--- src/rtl/cb_addr_gen_pkg.sv ---
// Shared constants, FSM encoding and lane-mask helper for the CB address generator and shifter.
package cb_addr_gen_pkg;

  localparam int L             = 4;
  localparam int CB_AW         = 19;
  localparam int ROW_LEN       = 10;
  localparam int STATE_CNT_MAX = 5;
  localparam int ROW_STRIDE    = 6;
  localparam int SC_W          = $clog2(STATE_CNT_MAX + 1);

  typedef enum logic [1:0] {
    ST_IDLE = 2'd0,
    ST_RUN  = 2'd1,
    ST_DONE = 2'd2
  } state_e;

  // Low min(sc+1, L) lanes enabled.
  function automatic logic [L-1:0] lane_mask(input logic [SC_W-1:0] sc);
    logic [L-1:0] m;
    for (int i = 0; i < L; i++) m[i] = (i <= int'(sc));
    return m;
  endfunction

endpackage

--- src/rtl/cb_slot_counter.sv ---
// Slot/group counter pair: walks STATE_CNT_MAX+1 slots per group up to a latched last group.
module cb_slot_counter
  import cb_addr_gen_pkg::*;
(
  input  logic               clk,
  input  logic               sys_rst,
  input  logic               i_load,
  input  logic [ROW_LEN-1:0] i_last_grp,
  input  logic               i_advance,
  output logic [SC_W-1:0]    o_state_cnt,
  output logic               o_grp_lsb,
  output logic               o_slot_wrap,
  output logic               o_last_slot
);

  logic [SC_W-1:0]    r_state_cnt;
  logic [ROW_LEN-1:0] r_group_cnt;
  logic [ROW_LEN-1:0] r_last_grp;
  logic               w_slot_wrap;
  logic               w_last_grp_hit;

  assign w_slot_wrap    = (r_state_cnt == SC_W'(STATE_CNT_MAX));
  assign w_last_grp_hit = (r_group_cnt == r_last_grp);

  // NOTE: state registers use non-blocking assignments so every flop samples pre-edge values.
  always_ff @(posedge clk) begin
    if (!sys_rst) begin
      r_state_cnt <= '0;
      r_group_cnt <= '0;
      r_last_grp  <= '0;
    end else if (i_load) begin
      r_state_cnt <= '0;
      r_group_cnt <= '0;
      r_last_grp  <= i_last_grp;
    end else if (i_advance) begin
      if (w_slot_wrap) begin
        r_state_cnt <= '0;
        // Group counter parks on the last group, so an all-ones last group never overflows.
        if (!w_last_grp_hit) r_group_cnt <= r_group_cnt + 1'b1;
      end else begin
        r_state_cnt <= r_state_cnt + 1'b1;
      end
    end
  end

  assign o_state_cnt = r_state_cnt;
  assign o_grp_lsb   = r_group_cnt[0];
  assign o_slot_wrap = w_slot_wrap;
  assign o_last_slot = w_slot_wrap && w_last_grp_hit;

endmodule

--- src/rtl/cb_addr_gen.sv ---
// Upstream address sequencer for the CB bank address shifter: FSM, row base accumulator, output registers.
module cb_addr_gen
  import cb_addr_gen_pkg::*;
(
  input  logic               clk,
  input  logic               sys_rst,
  input  logic               start,
  input  logic               stall,
  input  logic [ROW_LEN-1:0] landmark_num,
  input  logic [CB_AW-1:0]   base_addr,
  output logic [CB_AW-1:0]   din,
  output logic [L-1:0]       CB_en,
  output logic               group_cnt_0,
  output logic               busy,
  output logic               done
);

  state_e           r_state, w_state_nxt;
  logic [CB_AW-1:0] r_row_base;
  logic [CB_AW-1:0] r_din, w_din_nxt;
  logic [L-1:0]     r_cb_en, w_cb_en_nxt;
  logic             r_grp0, w_grp0_nxt;
  logic             r_busy, w_busy_nxt;
  logic             r_done, w_done_nxt;
  logic             w_load, w_advance;
  logic [SC_W-1:0]  w_state_cnt;
  logic             w_grp_lsb, w_slot_wrap, w_last_slot;

  cb_slot_counter u_slot_counter (
    .clk         (clk),
    .sys_rst     (sys_rst),
    .i_load      (w_load),
    .i_last_grp  (landmark_num),
    .i_advance   (w_advance),
    .o_state_cnt (w_state_cnt),
    .o_grp_lsb   (w_grp_lsb),
    .o_slot_wrap (w_slot_wrap),
    .o_last_slot (w_last_slot)
  );

  // NOTE: every always_comb output gets a default first, so no path can infer a latch.
  always_comb begin
    w_state_nxt = r_state;
    w_din_nxt   = r_din;
    w_cb_en_nxt = r_cb_en;
    w_grp0_nxt  = r_grp0;
    w_busy_nxt  = r_busy;
    w_done_nxt  = 1'b0;
    w_load      = 1'b0;
    w_advance   = 1'b0;
    unique case (r_state)
      ST_IDLE: begin
        w_din_nxt   = '0;
        w_cb_en_nxt = '0;
        w_grp0_nxt  = 1'b0;
        w_busy_nxt  = 1'b0;
        if (start) begin
          w_load      = 1'b1;
          w_state_nxt = ST_RUN;
        end
      end
      ST_RUN: begin
        if (!stall) begin
          w_advance   = 1'b1;
          w_din_nxt   = r_row_base + CB_AW'(w_state_cnt);
          w_cb_en_nxt = lane_mask(w_state_cnt);
          w_grp0_nxt  = w_grp_lsb;
          w_busy_nxt  = 1'b1;
          if (w_last_slot) w_state_nxt = ST_DONE;
        end
      end
      ST_DONE: begin
        w_cb_en_nxt = '0;
        w_busy_nxt  = 1'b1;
        w_done_nxt  = 1'b1;
        w_state_nxt = ST_IDLE;
      end
      default: w_state_nxt = ST_IDLE;
    endcase
  end

  always_ff @(posedge clk) begin
    if (!sys_rst) begin
      r_state    <= ST_IDLE;
      r_row_base <= '0;
      r_din      <= '0;
      r_cb_en    <= '0;
      r_grp0     <= 1'b0;
      r_busy     <= 1'b0;
      r_done     <= 1'b0;
    end else begin
      r_state <= w_state_nxt;
      r_din   <= w_din_nxt;
      r_cb_en <= w_cb_en_nxt;
      r_grp0  <= w_grp0_nxt;
      r_busy  <= w_busy_nxt;
      r_done  <= w_done_nxt;
      if (w_load) r_row_base <= base_addr;
      else if (w_advance && w_slot_wrap && !w_last_slot) r_row_base <= r_row_base + CB_AW'(ROW_STRIDE);
    end
  end

  assign din         = r_din;
  assign CB_en       = r_cb_en;
  assign group_cnt_0 = r_grp0;
  assign busy        = r_busy;
  assign done        = r_done;

endmodule

--- config.mk ---
export PLATFORM = sky130hd
export DESIGN_NAME = cb_addr_gen
export DESIGN_NICKNAME = d
export VERILOG_FILES = /design/src/rtl/cb_addr_gen_pkg.sv /design/src/rtl/cb_slot_counter.sv /design/src/rtl/cb_addr_gen.sv
export SDC_FILE = /design/constraint.sdc
export NUM_CORES = 1
export LEC_CHECK = 0
export ABC_AREA = 1
export BUFFER_PORTS_ARGS = -buffer_cell sky130_fd_sc_hd__buf_4
export CELL_PAD_IN_SITES_DETAIL_PLACEMENT = 0
export CELL_PAD_IN_SITES_GLOBAL_PLACEMENT = 2
export CORE_ASPECT_RATIO = 0.8
export CORE_MARGIN = 5
export CORE_UTILIZATION = 29
export CTS_BUF_LIST = sky130_fd_sc_hd__clkbuf_2
export DETAILED_ROUTE_END_ITERATION = 6
export GPL_TIMING_DRIVEN = 0
export PLACE_DENSITY_LB_ADDON = 0.1
export SLEW_MARGIN = 25
export SYNTH_ARGS = -nofsm -noshare
export SYNTH_HDL_FRONTEND = slang
export SYNTH_SLANG_ARGS = --single-unit
--- constraint.sdc ---
create_clock -name clk -period 2 [get_ports clk]
set_clock_uncertainty 0.15 [all_clocks]
set_input_delay 0.3 -clock clk [delete_from_list [all_inputs] [get_ports clk]]
set_output_delay 0.3 -clock clk [all_outputs]
set_load 0.02 [all_outputs]
**Word-level counts from Yosys, hierarchy flattened**

Cells that the tools add are included.

- Register bits after elaboration: 70
- Bits in latches: 0
- RAM bits: 0
- ROM bits: 0
- Bits of input ports: 33
- Output and inout bits: 26
- Logic and storage cells: 62
- Memories kept: 0

- $add $sub $neg: 4
- Multipliers: 0
- Divide/modulo/power cells: 0
- Order comparisons: 3
- Eq/ne operators: 7
- Shifts and indexed selects: 0
- Multiplexer cells: 20
- Bitwise operators: 2
- Reductions and logical operators: 16

Operators by type and width:

| kind | number |
|---|---|
| 19-bit two-way mux | 3 |
| 19-bit one-hot mux with 2 select lines | 1 |
| 19-bit by 3-bit adder with 19-bit output | 1 |
| 19-bit by 3-bit adder with 19-bit output, second input constant | 1 |
| 10-bit by 1-bit adder with 10-bit output, second input constant | 1 |
| 10-bit equality test | 1 |
| 4-bit one-hot mux with 2 select lines | 1 |
| 1-bit two-way mux | 7 |
| 2-bit by 3-bit <= comparator with 1-bit output, first input constant | 2 |
| 2-bit two-way mux | 3 |
| 2-bit != test, second input constant | 3 |
| 2-bit AND reduction | 3 |
| 3-bit AND reduction | 2 |
| 2-bit nonzero test | 3 |
| 4-bit two-way mux | 1 |
| 2-bit one-hot mux with 2 select lines | 1 |
| 2-bit OR reduction | 2 |
| 3-bit by 1-bit adder with 3-bit output, second input constant | 1 |
| 3-bit equality test, second input constant | 1 |
| 1-bit by 3-bit <= comparator with 1-bit output, first input constant | 1 |
| 1-bit logical AND | 3 |
| 3-bit two-way mux | 1 |
| 1-bit one-hot mux with 3 select lines | 1 |
| 3-bit nonzero test | 1 |
| other kinds (6) | 7 |

**Depth between registers and ports, before layout**

- Word-level depth: 6
- Depth in mapped cells: 13
- Mapped depth without buffers: 12

**Cells and area by module**

A second synthesis with hierarchy kept.

- Cell total of the unflattened synthesis: 612
- Area, all modules: 4,092.7 um^2

By module, submodules not included:

| module | times used | cells an instance | area an instance (um^2) | sequential area each (um^2) |
|---|---|---|---|---|
| cb_addr_gen | 1 | 419 | 2,835.2 | 940.9 |
| cb_slot_counter | 1 | 193 | 1,257.5 | 460.4 |

**Least setup slack after synthesis**

No wires, ideal clock.

- Path kind: reg-to-reg
- Start: register r_state[1]
- End: register r_row_base[11]
- Library setup time: 0.112 ns
- Arrival: 1.784 ns
- Data required time: 1.738 ns
- Slack: -0.046 ns
- Stages on the path, launching flop included: 13
- Buffers on the path: 1
- Period minus slack after synthesis: 2.046 ns
- Cells stage by stage: dfxtp_1 inv_1 ha_1 inv_2 nor2_4 inv_4 nor4_4 nand2_2 nand2_1 inv_2 buf_2 nor2_1 nor2_1

- Cells in the longest elaborated chain, start to end: 5
- Elaborated cells on any way between the ends: 8
- Those cells by class: 1 x eq/ne; 3 x mux; 4 x reduce/logical

RTL lines:

| what | RTL line | RTL |
|---|---|---|
| start, declared | cb_addr_gen.sv:18 | `state_e r_state, w_state_nxt;` |
| start signal, assigned | cb_addr_gen.sv:92 | `r_state <= w_state_nxt;` |
| 2-bit by 1-bit equality test with 1-bit output | cb_addr_gen.sv:51 | `unique case (r_state)` |
| 1-bit two-way mux | cb_addr_gen.sv:51 |  |
| 1-bit logical AND (2 in series) | cb_addr_gen.sv:99 | `else if (w_advance && w_slot_wrap && !w_last_slot) r_row_base <= r_row_base + CB_AW'(ROW_STRIDE);` |
| 2-bit nonzero test (no line) | n/a |  |
| end signal, assigned | cb_addr_gen.sv:98 | `if (w_load) r_row_base <= base_addr;` |
| end signal, assigned | cb_addr_gen.sv:99 |  |
| end, declared | cb_addr_gen.sv:19 | `logic [CB_AW-1:0] r_row_base;` |

Parallel ways exist; a longest one is shown, timed or not.
A chain may end at the register's enable or synchronous reset.

**Worst setup path after layout**

- Start: register r_row_base[0]
- End: register r_din[10] (netlist: din[10])

- Cells in the longest elaborated chain, start to end: 3

RTL lines:

| what | RTL line | RTL |
|---|---|---|
| 19-bit by 3-bit adder with 19-bit output | cb_addr_gen.sv:65 | `w_din_nxt = r_row_base + CB_AW'(w_state_cnt);` |
| 19-bit two-way mux | cb_addr_gen.sv:63 | `if (!stall) begin` |
| 19-bit one-hot mux with 2 select lines | cb_addr_gen.sv:51 |  |
| end signal, assigned | cb_addr_gen.sv:93 | `r_din <= w_din_nxt;` |
| end, declared | cb_addr_gen.sv:20 | `logic [CB_AW-1:0] r_din, w_din_nxt;` |

No other way between the ends. The select of a mux whose other input is x is not followed.

==> impl_metrics.json <==
{
  "r2r_slack_ns": 0.09,
  "reg2reg_depth": 10,
  "synth_cells": 614,
  "yosysWarnings": 0,
  "worst_pin_slew_ns": 0.540,
  "swShare": 0.459,
  "internal-power_mw": 2.61,
  "critPathRequiredTime_ns": 2.34,
  "hold_slack_ns": 0.0389,
  "tns_ns": 0,
  "grt_overflow": 0,
  "rsz0062_at_grt": "true",
  "syn_area_sq_mm": 0.00398,
  "ir_drop_v": 0.000323,
  "final_area_sq_mm": 0.00543,
  "cts_tree": "done",
  "dr.first_iter.drc_count": 244,
  "cp.arrival_ns": 2.25,
  "routedWlPerCell_um": 15.3,
  "cts.path.max_buffers": 2,
  "clock_latency_ns": 0.55,
  "drt-vias-per-instance": 4.64,
  "cp_slowest_cell": "dfxtp_4",
  "r2r-start": "r_row_base[0]",
  "maxCapViolCount": 0,
  "hpwl_mm": 10.3,
  "dr.pass1.iters": 7,
  "path_max_fanout": 6,
  "start_util": 0.294,
  "port_buffers": 58,
  "worstSetupPathType": "reg2reg",
  "cp_top_family": "adder cells",
  "p_leak_nw": 2.32,
  "crit_cells": 10,
  "power_switching_mw": 2.22,
  "min_path_type": "in2reg",
  "fin_nets": 772,
  "root_buffer": "clkbuf_2",
  "seq_area_frac_synth": 0.352,
  "fmax_mhz": 524,
  "period_needed_ns": 1.91,
  "hold_viol_final": 0,
  "h-tree-depth": 3,
  "end_kind": "register",
  "endpoint": "din[10]",
  "grt_max_degree": 13,
  "vias": 4240,
  "critPathLaunch": "r_row_base[0]",
  "routed_wirelength_mm": 14.0,
  "outcome": "finished, final reports clean",
  "rr_endpoint": "din[10]",
  "seqPwrFrac": 0.389,
  "io_pins": 59,
  "clk_pin_slew_ns": 0.22,
  "antenna_found_initial": 0,
  "slew-limit-headroom": 0.640,
  "ys_ff_latch": 70,
  "cp_cell_sequence": "ha_4, fa_2, nand3_2, nand2_4, nand3_4, nor2_4, buf_4, a21oi_2, o21ai_1, a21oi_1",
  "track_usage": 0.178,
  "areaGrowthSynthToFinish_pct": 36.5,
  "place.gp.congestion": 0.839,
  "drive_gt1_frac": 0.230,
  "dpl_cell_area_sq_mm": 0.00465,
  "die_w_um": 141,
  "cts_buffers": 9,
  "numClockSinks": 70,
  "die_h_um": 115,
  "avgSynthCellArea_sq_um": 6.48,
  "hold_depth": 5,
  "power_frac_comb": 0.461,
  "drc": 0,
  "fillers": 1514,
  "rows": 38,
  "syn_nets": 658,
  "synth_cell_types": 32,
  "pwr-share-clk": 0.150,
  "die_area_sq_mm": 0.0162,
  "maxSlewViolCount": 0,
  "ant_nets": 0,
  "grt_pass1_vias": 3950,
  "cp_num_buf_inv": 1,
  "cpPeakStageDelay_ns": 0.41,
  "core_sq_mm": 0.0135,
  "finalSetupViolations": 0,
  "grt_pass1_wl_mm": 22.3,
  "period_share": 0.954,
  "startpoint_type": "register",
  "powerDensity_mw_per_mm2": 889
}
## repair_timing
action / 4_1_cts / 5_1_grt
resized for setup: 51 / 45
hold endpoints to repair: 32 / 0
setup buffers: 7 / 8
setup endpoints to repair: 59 / 47
cloned: 0 / 0
pin swaps: 5 / 16
hold buffers: 30 / 0
## tightest hold or removal path: cells and delay by family
family	cells	cell delay (ns)
and+or+nand+nor	3	0.23
buffers and inverters	2	0.20
## cells by family (layout without fill, tap and decap cells)
| group | after synthesis | after routing | synth area share |
|---|---|---|---|
| buf+inv | 86 | 204 | 0.0881 |
| other cells | 0 | 1 | 0 |
| compound gates | 101 | 101 | 0.130 |
| fa+ha+maj | 11 | 11 | 0.0365 |
| xor+xnor | 13 | 13 | 0.0286 |
| simple gates | 333 | 333 | 0.364 |
| flops | 70 | 70 | 0.352 |
## cells in the final DEF, fill, tap and decap left out, types with 4 or more instances in the layout
cell type	count
nand2_4	4
clkbuf_2	12
buf_4	72
nor2_4	5
dfxtp_2	8
ha_1	7
o21ai_0	40
buf_12	4
dfxtp_4	9
a21oi_1	48
xnor2_1	6
dfxtp_1	53
xor2_1	7
nand4_1	5
nand2_1	145
dlygate4sd3_1	30
nor2_1	82
nand2_2	5
inv_1	60
nand3_2	14
clkbuf_4	4
o21ai_1	4
nor3_1	8
buf_2	5
nand3_1	56
clkinv_2	4
## per-stage QoR
step	std cells	util	power (mW)	worst slack [ns]
floorplan	614	-	3.18	0.00108
global placement	852	0.344	3.84	-0.658
detailed placement	852	0.344	3.85	-0.649
CTS	904	0.386	4.78	-0.0166
global route	912	0.402	5.26	-0.0223
finish	913	0.402	4.82	0.0916
## worst min path at each step
stage / startpoint / end / slack (ns)
6_report: stall / busy / 0.04
5_1_grt: start / r_row_base[1] / 0.02
4_1_cts: stall / busy / 0.005
3_5_place_dp: CB_en[1] / CB_en[1] / 0.30
3_3_place_gp: CB_en[1] / CB_en[1] / 0.30
2_1_floorplan: sys_rst / u_slot_counter.r_last_grp[3] / 0.29
## sequential cells by signal (all words and copies together) (netlist names)
name                        count
u_slot_counter.o_state_cnt      3
u_slot_counter.r_group_cnt     10
busy                            1
CB_en                           4
din                            19
u_slot_counter.r_last_grp      10
r_row_base                     19
group_cnt_0                     1
r_state                         2
done                            1
## power by group through the flow
stage | Combinational [mW] | Sequential, mW | Clock (mW)
floorplan | 1.33 | 1.85 | 0
global placement | 1.95 | 1.88 | 0
detailed placement | 1.96 | 1.89 | 0
CTS | 2.15 | 1.86 | 0.766
global route | 2.53 | 1.91 | 0.812
finish | 2.23 | 1.88 | 0.723
## final cells by class
class,count,area [sq um],share of cell area
Tap cell,180,225,0.0415
Sequential cell,70,1450,0.266
Antenna cell,1,2.50,0.000461
Clock buffer,9,45.0,0.00830
Buffer,19,153,0.0281
Multi-Input combinational cell,458,2390,0.440
Clock inverter,6,38.8,0.00715
Inverter,67,268,0.0493
Timing Repair Buffer,103,861,0.159
## layer usage
metal / part of all wire / up-vias / GRT usage
met5: 0 / - / 0
met4: 0.0082 / 0 / 0.0349
met3: 0.056 / 10 / 0.0403
met2: 0.39 / 94 / 0.245
met1: 0.55 / 1921 / 0.279
li1: - / 2215 / -
## Yosys cell counts (all sizes together)
library cell,n,area (sq um)
nand2,154,583
nor2,90,345
nand3,71,400
dfxtp,70,1400
inv,64,243
a21oi,50,250
o21ai,45,225
buf,10,62.6
ha,10,125
clkbuf,9,33.8
nor3,8,40.0
xor2,7,61.3
xnor2,6,52.6
nand4,5,31.3
a31oi,3,18.8
clkinv,3,11.3
nand3b,2,15.0
o31ai,2,15.0
and2,1,6.26
fa,1,20.0
nor4,1,21.3
o211ai,1,7.51
or2,1,6.26
No activity file was read; power rests on OpenSTA's default activity.
